$ cat src/rtl/mc_control_unit.sv
// Multicycle control unit: main FSM, ALU decoder, PC-write logic and instruction decoder.
// Latency: outputs are combinational from the current state (plus Op/Funct/Rd); state advances every clk.
// Backpressure: none; multiply holds the FSM in MULEXEC for MUL_CYCLES cycles with Busy high.
module mc_control_unit #(
  parameter int MUL_CYCLES = 4,
  parameter int ALU_CTRL_W = 3
) (
  input  logic                  clk,
  input  logic                  reset,
  input  logic [1:0]            Op,
  input  logic [5:0]            Funct,
  input  logic [3:0]            Rd,
  input  logic [3:0]            Instr74,
  output logic                  PCS,
  output logic                  NextPC,
  output logic                  RegW,
  output logic                  MemW,
  output logic                  IRWrite,
  output logic                  AdrSrc,
  output logic [1:0]            ResultSrc,
  output logic [1:0]            ALUSrcA,
  output logic [1:0]            ALUSrcB,
  output logic [1:0]            ImmSrc,
  output logic [1:0]            RegSrc,
  output logic [ALU_CTRL_W-1:0] ALUControl,
  output logic [1:0]            FlagW,
  output logic                  Busy,
  output logic                  Undef
);

  typedef enum logic [3:0] {
    S_FETCH   = 4'd0,
    S_DECODE  = 4'd1,
    S_MEMADR  = 4'd2,
    S_MEMRD   = 4'd3,
    S_MEMWB   = 4'd4,
    S_MEMWR   = 4'd5,
    S_EXECR   = 4'd6,
    S_EXECI   = 4'd7,
    S_MULEXEC = 4'd8,
    S_ALUWB   = 4'd9,
    S_BRANCH  = 4'd10
  } state_t;

  // Terminal value of the multiply iteration counter.
  localparam logic [3:0] MUL_LAST = 4'(MUL_CYCLES - 1);

  state_t     r_state;
  state_t     w_next;
  logic [3:0] r_mul_cnt;

  logic [3:0] w_cmd;
  logic       w_s;
  logic       w_is_mul;
  logic       w_is_cmp;
  logic       w_mul_last;
  logic [2:0] w_alu3;
  logic [1:0] w_dp_flagw;
  logic       w_branch;

  assign w_cmd      = Funct[4:1];
  assign w_s        = Funct[0];
  // MUL shares the data-processing opcode space; only Instr[7:4]=1001 with a register operand
  // and cmd[3:1]=000 distinguishes it from AND/EOR.
  assign w_is_mul   = (Op == 2'b00) && !Funct[5] && (Funct[4:2] == 3'b000) && (Instr74 == 4'b1001);
  assign w_is_cmp   = (w_cmd == 4'b1010);
  assign w_mul_last = (r_mul_cnt == MUL_LAST);

  // State register and multiply iteration counter.
  always_ff @(posedge clk or posedge reset) begin
    if (reset) begin
      r_state   <= S_FETCH;
      r_mul_cnt <= 4'd0;
    end else begin
      r_state <= w_next;
      if (r_state == S_MULEXEC) begin
        r_mul_cnt <= w_mul_last ? 4'd0 : r_mul_cnt + 4'd1;
      end
    end
  end

  // Next-state selection.
  always_comb begin
    w_next = S_FETCH;
    case (r_state)
      S_FETCH:  w_next = S_DECODE;
      S_DECODE: begin
        case (Op)
          2'b00:   w_next = w_is_mul ? S_MULEXEC : (Funct[5] ? S_EXECI : S_EXECR);
          2'b01:   w_next = S_MEMADR;
          2'b10:   w_next = S_BRANCH;
          default: w_next = S_FETCH;
        endcase
      end
      S_MEMADR:  w_next = Funct[0] ? S_MEMRD : S_MEMWR;
      S_MEMRD:   w_next = S_MEMWB;
      S_EXECR,
      S_EXECI:   w_next = w_is_cmp ? S_FETCH : S_ALUWB;
      S_MULEXEC: w_next = w_mul_last ? S_ALUWB : S_MULEXEC;
      default:   w_next = S_FETCH;
    endcase
  end

  // ALU operation and flag-write decode for data-processing commands; unknown commands write nothing.
  always_comb begin
    w_alu3     = 3'b000;
    w_dp_flagw = 2'b00;
    case (w_cmd)
      4'b0100: begin w_alu3 = 3'b000; w_dp_flagw = {w_s, w_s};  end
      4'b0010: begin w_alu3 = 3'b001; w_dp_flagw = {w_s, w_s};  end
      4'b0000: begin w_alu3 = 3'b010; w_dp_flagw = {w_s, 1'b0}; end
      4'b1100: begin w_alu3 = 3'b011; w_dp_flagw = {w_s, 1'b0}; end
      4'b0001: begin w_alu3 = 3'b100; w_dp_flagw = {w_s, 1'b0}; end
      4'b1010: begin w_alu3 = 3'b001; w_dp_flagw = 2'b11;       end
      default: begin w_alu3 = 3'b000; w_dp_flagw = 2'b00;       end
    endcase
  end

  // Datapath controls for the current state; anything not set stays 0.
  always_comb begin
    NextPC     = 1'b0;
    RegW       = 1'b0;
    MemW       = 1'b0;
    IRWrite    = 1'b0;
    AdrSrc     = 1'b0;
    ResultSrc  = 2'b00;
    ALUSrcA    = 2'b00;
    ALUSrcB    = 2'b00;
    ALUControl = '0;
    FlagW      = 2'b00;
    Busy       = 1'b0;
    Undef      = 1'b0;
    w_branch   = 1'b0;
    case (r_state)
      S_FETCH: begin
        IRWrite   = 1'b1;
        NextPC    = 1'b1;
        ALUSrcA   = 2'b10;
        ALUSrcB   = 2'b10;
        ResultSrc = 2'b10;
      end
      S_DECODE: begin
        ALUSrcA   = 2'b10;
        ALUSrcB   = 2'b10;
        ResultSrc = 2'b10;
        Undef     = (Op == 2'b11);
      end
      S_MEMADR: ALUSrcB = 2'b01;
      S_MEMRD:  AdrSrc  = 1'b1;
      S_MEMWB: begin
        ResultSrc = 2'b01;
        RegW      = 1'b1;
      end
      S_MEMWR: begin
        AdrSrc = 1'b1;
        MemW   = 1'b1;
      end
      S_EXECR,
      S_EXECI: begin
        ALUSrcB         = (r_state == S_EXECI) ? 2'b01 : 2'b00;
        ALUControl[2:0] = w_alu3;
        FlagW           = w_dp_flagw;
      end
      S_MULEXEC: begin
        ALUControl[2:0] = 3'b101;
        Busy            = 1'b1;
        // Flags are written once the product is complete.
        FlagW           = w_mul_last ? {w_s, 1'b0} : 2'b00;
      end
      S_ALUWB: RegW = 1'b1;
      S_BRANCH: begin
        ALUSrcA   = 2'b10;
        ALUSrcB   = 2'b01;
        ResultSrc = 2'b10;
        w_branch  = 1'b1;
      end
      default: ;
    endcase
    PCS = ((Rd == 4'hF) && RegW) || w_branch;
  end

  // Immediate and register-source selects follow the opcode directly.
  assign ImmSrc = Op;
  assign RegSrc = {Op == 2'b01, Op == 2'b10};

endmodule

$ cat config.mk
export PLATFORM = sky130hd
export DESIGN_NAME = mc_control_unit
export DESIGN_NICKNAME = d
export VERILOG_FILES = /design/src/rtl/mc_control_unit.sv
export SDC_FILE = /design/constraint.sdc
export NUM_CORES = 1
export LEC_CHECK = 0
export CORE_UTILIZATION = 40
export CTS_CLUSTER_SIZE = 28
export DETAILED_ROUTE_END_ITERATION = 12
export PLACE_DENSITY = 0.8
export SLEW_MARGIN = 20
export SYNTH_ARGS = -nofsm -noshare
export SYNTH_HDL_FRONTEND = slang
export SYNTH_SLANG_ARGS = --single-unit
$ cat constraint.sdc
create_clock -name clk -period 2.8 [get_ports clk]
set_clock_uncertainty 0.05 [all_clocks]
set_input_delay 0.7 -clock clk [delete_from_list [all_inputs] [get_ports clk]]
set_output_delay 0.7 -clock clk [all_outputs]
set_load 0.03 [all_outputs]
Yosys cells after proc, flatten, opt, wreduce, memory -nomap -nowiden
Index checks and enable logic that the tools add are counted.

storage, ports and cells
  register bits after elaboration = 8
  output and inout bits = 23
  logic and storage cells = 67

operators by class
  add/sub/neg operators = 1
  equal/unequal tests = 21
  multiplexer cells = 24
  reduce and logical (&&, ||, !) cells = 19

operators by type and width
  operator               count
  $eq A4 B4 Y1 const B   7
  $pmux W4 S6            1
  $eq A4 B3 Y1 const B   5
  $eq A4 B2 Y1 const B   4
  $reduce_or A2 Y1       7
  $mux W4                3
  $pmux W2 S3            2
  $pmux W3 S4            1
  $pmux W4 S3            1
  $mux W1                10
  $eq A4 B1 Y1 const B   2
  $logic_not A4 Y1       2
  $pmux W2 S2            2
  $pmux W3 S2            1
  $reduce_or A3 Y1       2
  $add A4 B1 Y4 const B  1
  $eq A2 B2 Y1 const B   2
  $logic_and A1 B1 Y1    4
  $mux W2                2
  $logic_not A3 Y1       1
  $mux W3                1
  $eq A2 B1 Y1 const B   1
  $logic_not A2 Y1       1
  $logic_not A1 Y1       1
  $logic_or A1 B1 Y1     1

Logic depth before layout (Yosys ltp)
Gate-level depths: netlist of run 1.

  depth in word-level cells = 7
  mapped depth = 5
  depth with buffers taken out = 5

Least setup slack after synthesis of run 1
OpenSTA, ideal clock, no wires.

  kind = in2out
  start point = input port Funct[3]
  end point = output port ALUControl[1]
  arrival time = 2.543 ns
  required time = 2.050 ns
  slack = -0.493 ns
  stages = 2
  cell sequence = or2_2 -> a2111oi_0

on the way
  cells in the longest elaborated chain, start to end = 4

ends and longest elaborated chain
  what                                                 line  text
  start: declaration                                   11    input logic [5:0] Funct,
  $eq A4 B4 Y1 / $eq A4 B2 Y1 (equally long branches)  108   case (w_cmd)
  $reduce_or A2 Y1 (no source line)                    n/a
  $pmux W3 S4 *                                        108
  $pmux W3 S2 *                                        134   case (r_state)
  end: declaration                                     25    output logic [ALU_CTRL_W-1:0] ALUControl,

Mark *: on every way between the ends. The rest lies on a longest branch, timed or not.

Worst setup path in the final report of run 1
  start point = input port Op[1]
  end point = output port ImmSrc[1]

RTL lines
  what                line  text
  start: declaration  10    input logic [1:0] Op,
  end: declaration    23    output logic [1:0] ImmSrc,

No word-level cell between the ends.

==> impl_results.md, run 1 <==
* Shortest period the worst path allows at roughly 2700 ps
* Synthesized flop and latch total at 8
* Pin count of the biggest net entering global routing at 16
* Slowest stage cell, crit path: clkdlybuf4s50_1
* Maximum fanout along the worst path at 5
* Post-Syn Nets at between 100 and 150
* CP Class: in2out
* 1st-pass router iterations at 4
* Worst-Margin Slew at 630 ps
* DRC errors left at 0
* Setup TNS at 0 ps
* Parity-gate share of the synthesized area counting xor and xnor cells at under 10%
* Total number of yosys warnings at 0
* TritonCTS clock tree: done
* Unique masters post-synth at 40
* Maximum count of clock buffers along a single path at 2
* Mux share of post-synthesis cell area at under 10%
* DR vias at around 900
* Hold Path Class: reg2reg
* H-tree levels at 1
* Layout overhead on the synthesized area at 58.9%
* Synth Flop Type: dfrtp_1
* Number of buffers inserted by port buffering at 39
* Req. time, crit path at between 2000 and 2500 ps
* Via count of the first global-routing pass at 760
* Category of cells accounting for the largest share of critical-path delay: buffers and inverters
* Cell leakage power at 0.663 nW
* Yosys top cell area share at 24.0%
* Clock sink count at 8
* Top post-synthesis cells by area: dfrtp_1 (24%), ha_1 (9.0%), o21ai_0 (3.6%)
* Final slew viol count at 0
* Cell breakdown of the critical path: clkdlybuf4s50_1 > buf_4 > clkdlybuf4s50_1
* Power per cell area at between 600 and 700 nW/um^2
* Area of the die at approximately 2300 sq um
* FMAX at ~0.37 GHz
* VDD IR max at ~370 uV
* Startpoint type of the worst setup path: input port
* Total global-route track usage at 18.9%
* Dominant combinational cell family by area after synthesis: simple AND/OR/NAND/NOR gates
* Crit-path most repeated cell: clkdlybuf4s50_1
* CTS Root Buffer Type: clkbuf_4
* Chip width at around 48 um
* Total count of hold-check failures in the final report at 0
* Top post-synthesis cells by count: dfrtp_1 (8), nand2_1 (8), nor2_1 (7), ha_1 (6), o21ai_0 (6)
* GRT overflow at 0
* Finished Cell Area at roughly 1300 sq um
* Critical Path End Type: output port
* Standard cell core area at a little under 2000 sq um
* Number of top-level design ports at slightly above 40
* Number of antenna violations at the first check in global routing at 0
* Die Span Y at between 40 and 50 um
* Number of nets still failing antenna checks after routing at 0
* Cts bufs inserted at 3
* Sequential area share after synthesis at about a quarter
* Max-cap check violation count at 0
* WP buf/inv at 3
* Routed wire length at about 2100 um
* Final setup viols at 0
* Final Total Pwr at a little over 0.9 mW
* Quantity of hold-fixing buffers added after cts at 0
* CP arrival at about 2000 ps
* Placement-stage cell area at ~1300 sq um
* Run status: finished, final reports clean
* Count of routing violations after the opening detailed-route iteration at 27
* Row count at 16
* # diodes at 0
* Hold Slack at 459 ps
* Cell type with the highest aggregate area in the netlist: dfrtp_1
* Clock latency at the later pin of the worst-skew pair at around 250 ps
* Routed length per instance at 12.4 um
* Vias/cell at between 5 and 6
* Delay of the slowest cell on the worst path at between 600 and 700 ps
* Final layout net count at 171
* Normalized max-slew margin at a little under three fifths
* Routability-driven placement congestion ratio at around 0.8
* Instance count of the mapped netlist at 100
* Mean post-synth cell area at between 8 and 9 sq um
* Final HPWL DP at between 1500 and 2000 um
* Number of synthesized flops with an enable pin at 0
* Global-route wire length before repair at a little over 3000 um
* Clock-pin slew on the worst setup and hold paths at about 50 ps
* Share of post-route cells with drive strength above 1 at between 20% and 30%
* Adder-Cell Fraction of Synth Area at under 10%
* Compound-gate portion of the synthesized area at 14.6%
* Final clock period utilization by the worst path at 97.8%
* RSZ-0062 raised after global routing: false
* Async SR Flop Fraction at 100%
* Cell area after synthesis at between 800 and 900 sq um
* Starting density of the core at between 40% and 50%
* Share of synthesized cell area in and, or, nand and nor gates at between 30% and 40%
-- power by group --
part           internal [mW]  switching [mW]  total (mW)
Sequential             0.150          0.0264       0.176
Combinational          0.281           0.371       0.652
Clock                 0.0489          0.0368      0.0857
-- path summary, 6_finish.rpt --
path	end	startpoint	slack (ps)	cells past startpoint
max	ImmSrc[1]	Op[1]	60	3
min	r_mul_cnt[1]	r_mul_cnt[1]	460	2
max reg2reg	r_mul_cnt[2]	r_state[3]	1120	4
min reg2reg	r_mul_cnt[1]	r_mul_cnt[1]	460	2
max in group asynchronous	r_state[0]	reset	1830	2
min in group asynchronous	r_mul_cnt[3]	reset	640	2
-- kinds of logic (layout without fill, tap and decap cells) --
group / after synthesis / count (layout)
buffers and inverters: 15 / 60
XOR/XNOR: 3 / 3
AND/OR/NAND/NOR: 47 / 47
multiplexers: 3 / 3
other: 1 / 1
adder cells (fa/ha/maj): 6 / 6
AO/OA/AOI/OAI: 17 / 17
flip-flops: 8 / 8
-- tightest hold or removal path: stages (launching register included) --
cell,delay (ps)
dfrtp_1,360
nand2_1,60
nand2_1,60
-- registers in the layout (all words and copies together), names as in the netlist --
register,flops
r_mul_cnt,4
r_state,4
-- layout by cell type (no fill, tap or decap), drive strengths merged, types with 2 or more instances in the layout --
| master | count |
|---|---|
| nand3b | 4 |
| dfrtp | 8 |
| ha | 6 |
| o31ai | 2 |
| buf | 20 |
| nor3b | 2 |
| nor2b | 3 |
| nor2 | 7 |
| dlymetal6s2s | 6 |
| nand3 | 2 |
| o21ai | 6 |
| nor4b | 4 |
| and2 | 3 |
| nor3 | 4 |
| xnor2 | 3 |
| nand4 | 2 |
| inv | 6 |
| a211o | 2 |
| mux2i | 2 |
| clkbuf | 3 |
| dlygate4sd2 | 4 |
| nand2 | 8 |
| clkdlybuf4s50 | 21 |
-- per-layer routing --
metal | GRT usage [%] | vias to the layer above | wire [um]
li1 | - | 447 | -
met5 | 0 | - | 0
met1 | 23.7 | 430 | 934
met4 | 7.22 | 0 | 6
met2 | 33.2 | 30 | 1090
met3 | 2.26 | 2 | 97
-- layout make-up --
type	count	area [sq um]
inverters	6	22.5
clock buffers	3	22.5
well taps	27	33.8
flip-flops and latches	8	200
fillers	182	638
multi-input cells	77	574
repair buffers	51	470
-- through the flow --
stage | util (%) | std cells | worst slack (ps)
final | 67.5 | 172 | 62.7
after floorplan | - | 100 | -96.7
after CTS | 66.7 | 172 | 0.207
after global placement | 65.6 | 169 | -1.09
after detailed placement | 65.6 | 169 | -71.7
after global routing | 67.5 | 172 | 0.310
-- what timing repair did --
action,in CTS,in global routing
gates resized for setup,6,6
setup endpoints to repair,4,9
buffers inserted,0,0
pin swaps,0,1
Power figures use the tool's default switching activity.
==> run 2, diff against run 1 <==
GPL_TIMING_DRIVEN = 0   (was unset)
==> run 2 against run 1 <==
  * Global-route usage up 0.48 points
  * Sequential share of layout area rose by 0.55 points
  * Routed wire length shrank 1.9%
  * Final area is 3.5% lower
  * Critical path type is now reg2out
  * Largest power group unchanged
==> impl_results.md, run 2 (synthesized netlist as in run 1, its figures left out) <==
* Post-placement setup slack at -636 ps (-564 ps)
* Final slew viol count at 0 (unchanged)
* WP buf/inv at 1 (-2)
* Req. time, crit path at 2050 ps (about the same)
* Pin count of the biggest net entering global routing at 11 (-5)
* Final worst-path setup slack at 70.9 ps (+8.23 ps)
* Slowest stage cell, crit path: or4b_4
* Global-route wire length before repair at 3170 um (+2.7%)
* VDD IR max at 419 uV (+12%)
* Final clock period utilization by the worst path at 97.5% (-0.29 points)
* Starting density of the core at 42.5% (unchanged)
* Area of the die at 2270 sq um (unchanged)
* GRT overflow at 0 (unchanged)
* Die Span Y at 47.6 um (unchanged)
* Via count of the first global-routing pass at 757 (-0.39%)
* Final setup viols at 0 (unchanged)
* Cts bufs inserted at 3 (unchanged)
* Number of antenna violations at the first check in global routing at 0 (unchanged)
* CP Class: reg2out
* Critical Path End Type: output port
* Final core utilization at 65.1% (-2.4 points)
* Count of routing violations after the opening detailed-route iteration at 23 (-15%)
* Power per cell area at 712 nW/um^2 (+3.1%)
* H-tree levels at 1 (unchanged)
* Share of post-route cells with drive strength above 1 at 14.8% (-5.9 points)
* Layout overhead on the synthesized area at 53.3%
* Run status: finished, final reports clean
* Routability-driven placement congestion ratio at 0.799 (-1.8%)
* # diodes at 0 (unchanged)
* Final layout net count at 168 (-1.8%)
* CP arrival at 1980 ps (about the same)
* Startpoint type of the worst setup path: flip-flop
* Finished Cell Area at 1280 sq um (-3.5%)
* Non-filler instance count after layout at 169 (-1.7%)
* Top Registers: r_mul_cnt x4, r_state x4
* Category of cells accounting for the largest share of critical-path delay: simple AND/OR/NAND/NOR gates
* Vias/cell at 5.21 (-1.5%)
* Worst hold start: r_mul_cnt[1]
* Number of buffers inserted by port buffering at 38 (-2.6%)
* Row count at 16 (unchanged)
* Number of nets still failing antenna checks after routing at 0 (unchanged)
* Final Total Pwr at 0.910 mW (-0.46%)
* Routed wire length at 2090 um (-1.9%)
* Number of placed cells counting well taps at 165 (-2.4%)
* DR vias at 880 (-3.2%)
* Clock sink count at 8 (unchanged)
* Cell leakage power at 0.614 nW (-7.5%)
* Origin of the worst setup path: r_state[1]
* DRC errors left at 0 (unchanged)
* RSZ-0062 raised after global routing: false
* Total global-route track usage at 19.4% (+0.48 points)
* Commonest non-fill, non-tap cells in the layout: clkdlybuf4s50_1 (20), dlygate4sd2_1 (13), nand2_1 (8), dfrtp_1 (8), nor2_1 (7)
* Shortest period the worst path allows at 2730 ps (-8.23 ps)
* CTS Root Buffer Type: clkbuf_4
* TritonCTS clock tree: done
* FMAX at 0.366 GHz (+0.30%)
* Chip width at 47.6 um (unchanged)
* Most frequent standard cell in the layout excluding fill and tap cells: clkdlybuf4s50_1
* 1st-pass router iterations at 4 (unchanged)
* Placement-stage cell area at 1250 sq um (-2.4%)
* Beginning of the worst register-to-register path: r_state[1]
* Number of top-level design ports at 41 (unchanged)
* Routed length per instance at 12.4 um (-0.18%)
* Hold Path Class: reg2reg
* Maximum fanout along the worst path at 7 (+2)
* Delay of the slowest cell on the worst path at 620 ps (-50 ps)
* Maximum count of clock buffers along a single path at 2 (unchanged)
* Cell breakdown of the critical path: or4b_4 > nor4b_4 > a221o_1 > buf_2
* Max-cap check violation count at 0 (unchanged)
* Clock-pin slew on the worst setup and hold paths at 60 ps (about the same)
* Standard cell core area at 1960 sq um (unchanged)
* Clock latency at the later pin of the worst-skew pair at 260 ps (about the same)
* Final HPWL DP at 1640 um (-2.3%)
* Total count of hold-check failures in the final report at 0 (unchanged)
* Quantity of hold-fixing buffers added after cts at 0 (unchanged)
run 2: cell count changes in the layout (fill, tap and decap cells not counted), moves of 2 or more:
cell	previous run	this run
dlymetal6s2s_1	6	2
clkbuf_2	0	3
dlygate4sd2_1	4	13
buf_2	0	2
buf_4	20	6
run 2: stage by stage:
stage	hold slack, ps	setup TNS (ps)
global placement	438	-2750
floorplan	419	-96.7
finish	485	0
global route	514	0
detailed placement	474	-2900
CTS	486	0
run 2: power by group:
part	switching (mW)	internal (mW)	leakage [nW]
clock	0.0385	0.0490	0.0138
combinational	0.359	0.270	0.495
sequential	0.0432	0.150	0.104
run 2: layout make-up:
cell class	instances	area [sq um]
plain buffers	9	53.8
clock buffers	3	22.5
fillers	201	684
inverters	6	22.5
multi-input cells	77	576
flip-flops and latches	8	200
well taps	27	33.8
repair buffers	39	369
run 2: worst paths after layout:
path	to	slack, ps	depth (start not counted)
max	FlagW[1]	70	4
min	r_mul_cnt[1]	490	2
max reg2reg	r_state[0]	1070	4
min reg2reg	r_mul_cnt[1]	490	2
max in group asynchronous	r_state[3]	1830	2
min in group asynchronous	r_mul_cnt[2]	630	2
run 2: repair_timing:
action / in CTS / in global routing
gates resized for setup: 30 / 5
pin swaps: 2 / 0
endpoints found under the setup margin: 15 / 5
setup buffers: 1 / 0
run 2: worst reg2reg max path, cell delays in order (launching register included):
cell and delay (ps):
dfrtp_1 440, or4b_4 620, nor4b_4 290, buf_4 180
a211o_1 90
run 2: routing by layer:
| layer | part of all wire, % | global-route usage (%) | wire, um |
|---|---|---|---|
| met4 | 0.86 | 3.33 | 18 |
| met3 | 4.5 | 3.40 | 95 |
| met2 | 50 | 35.1 | 1050 |
| met5 | 0 | 0 | 0 |
| met1 | 44 | 24.4 | 929 |
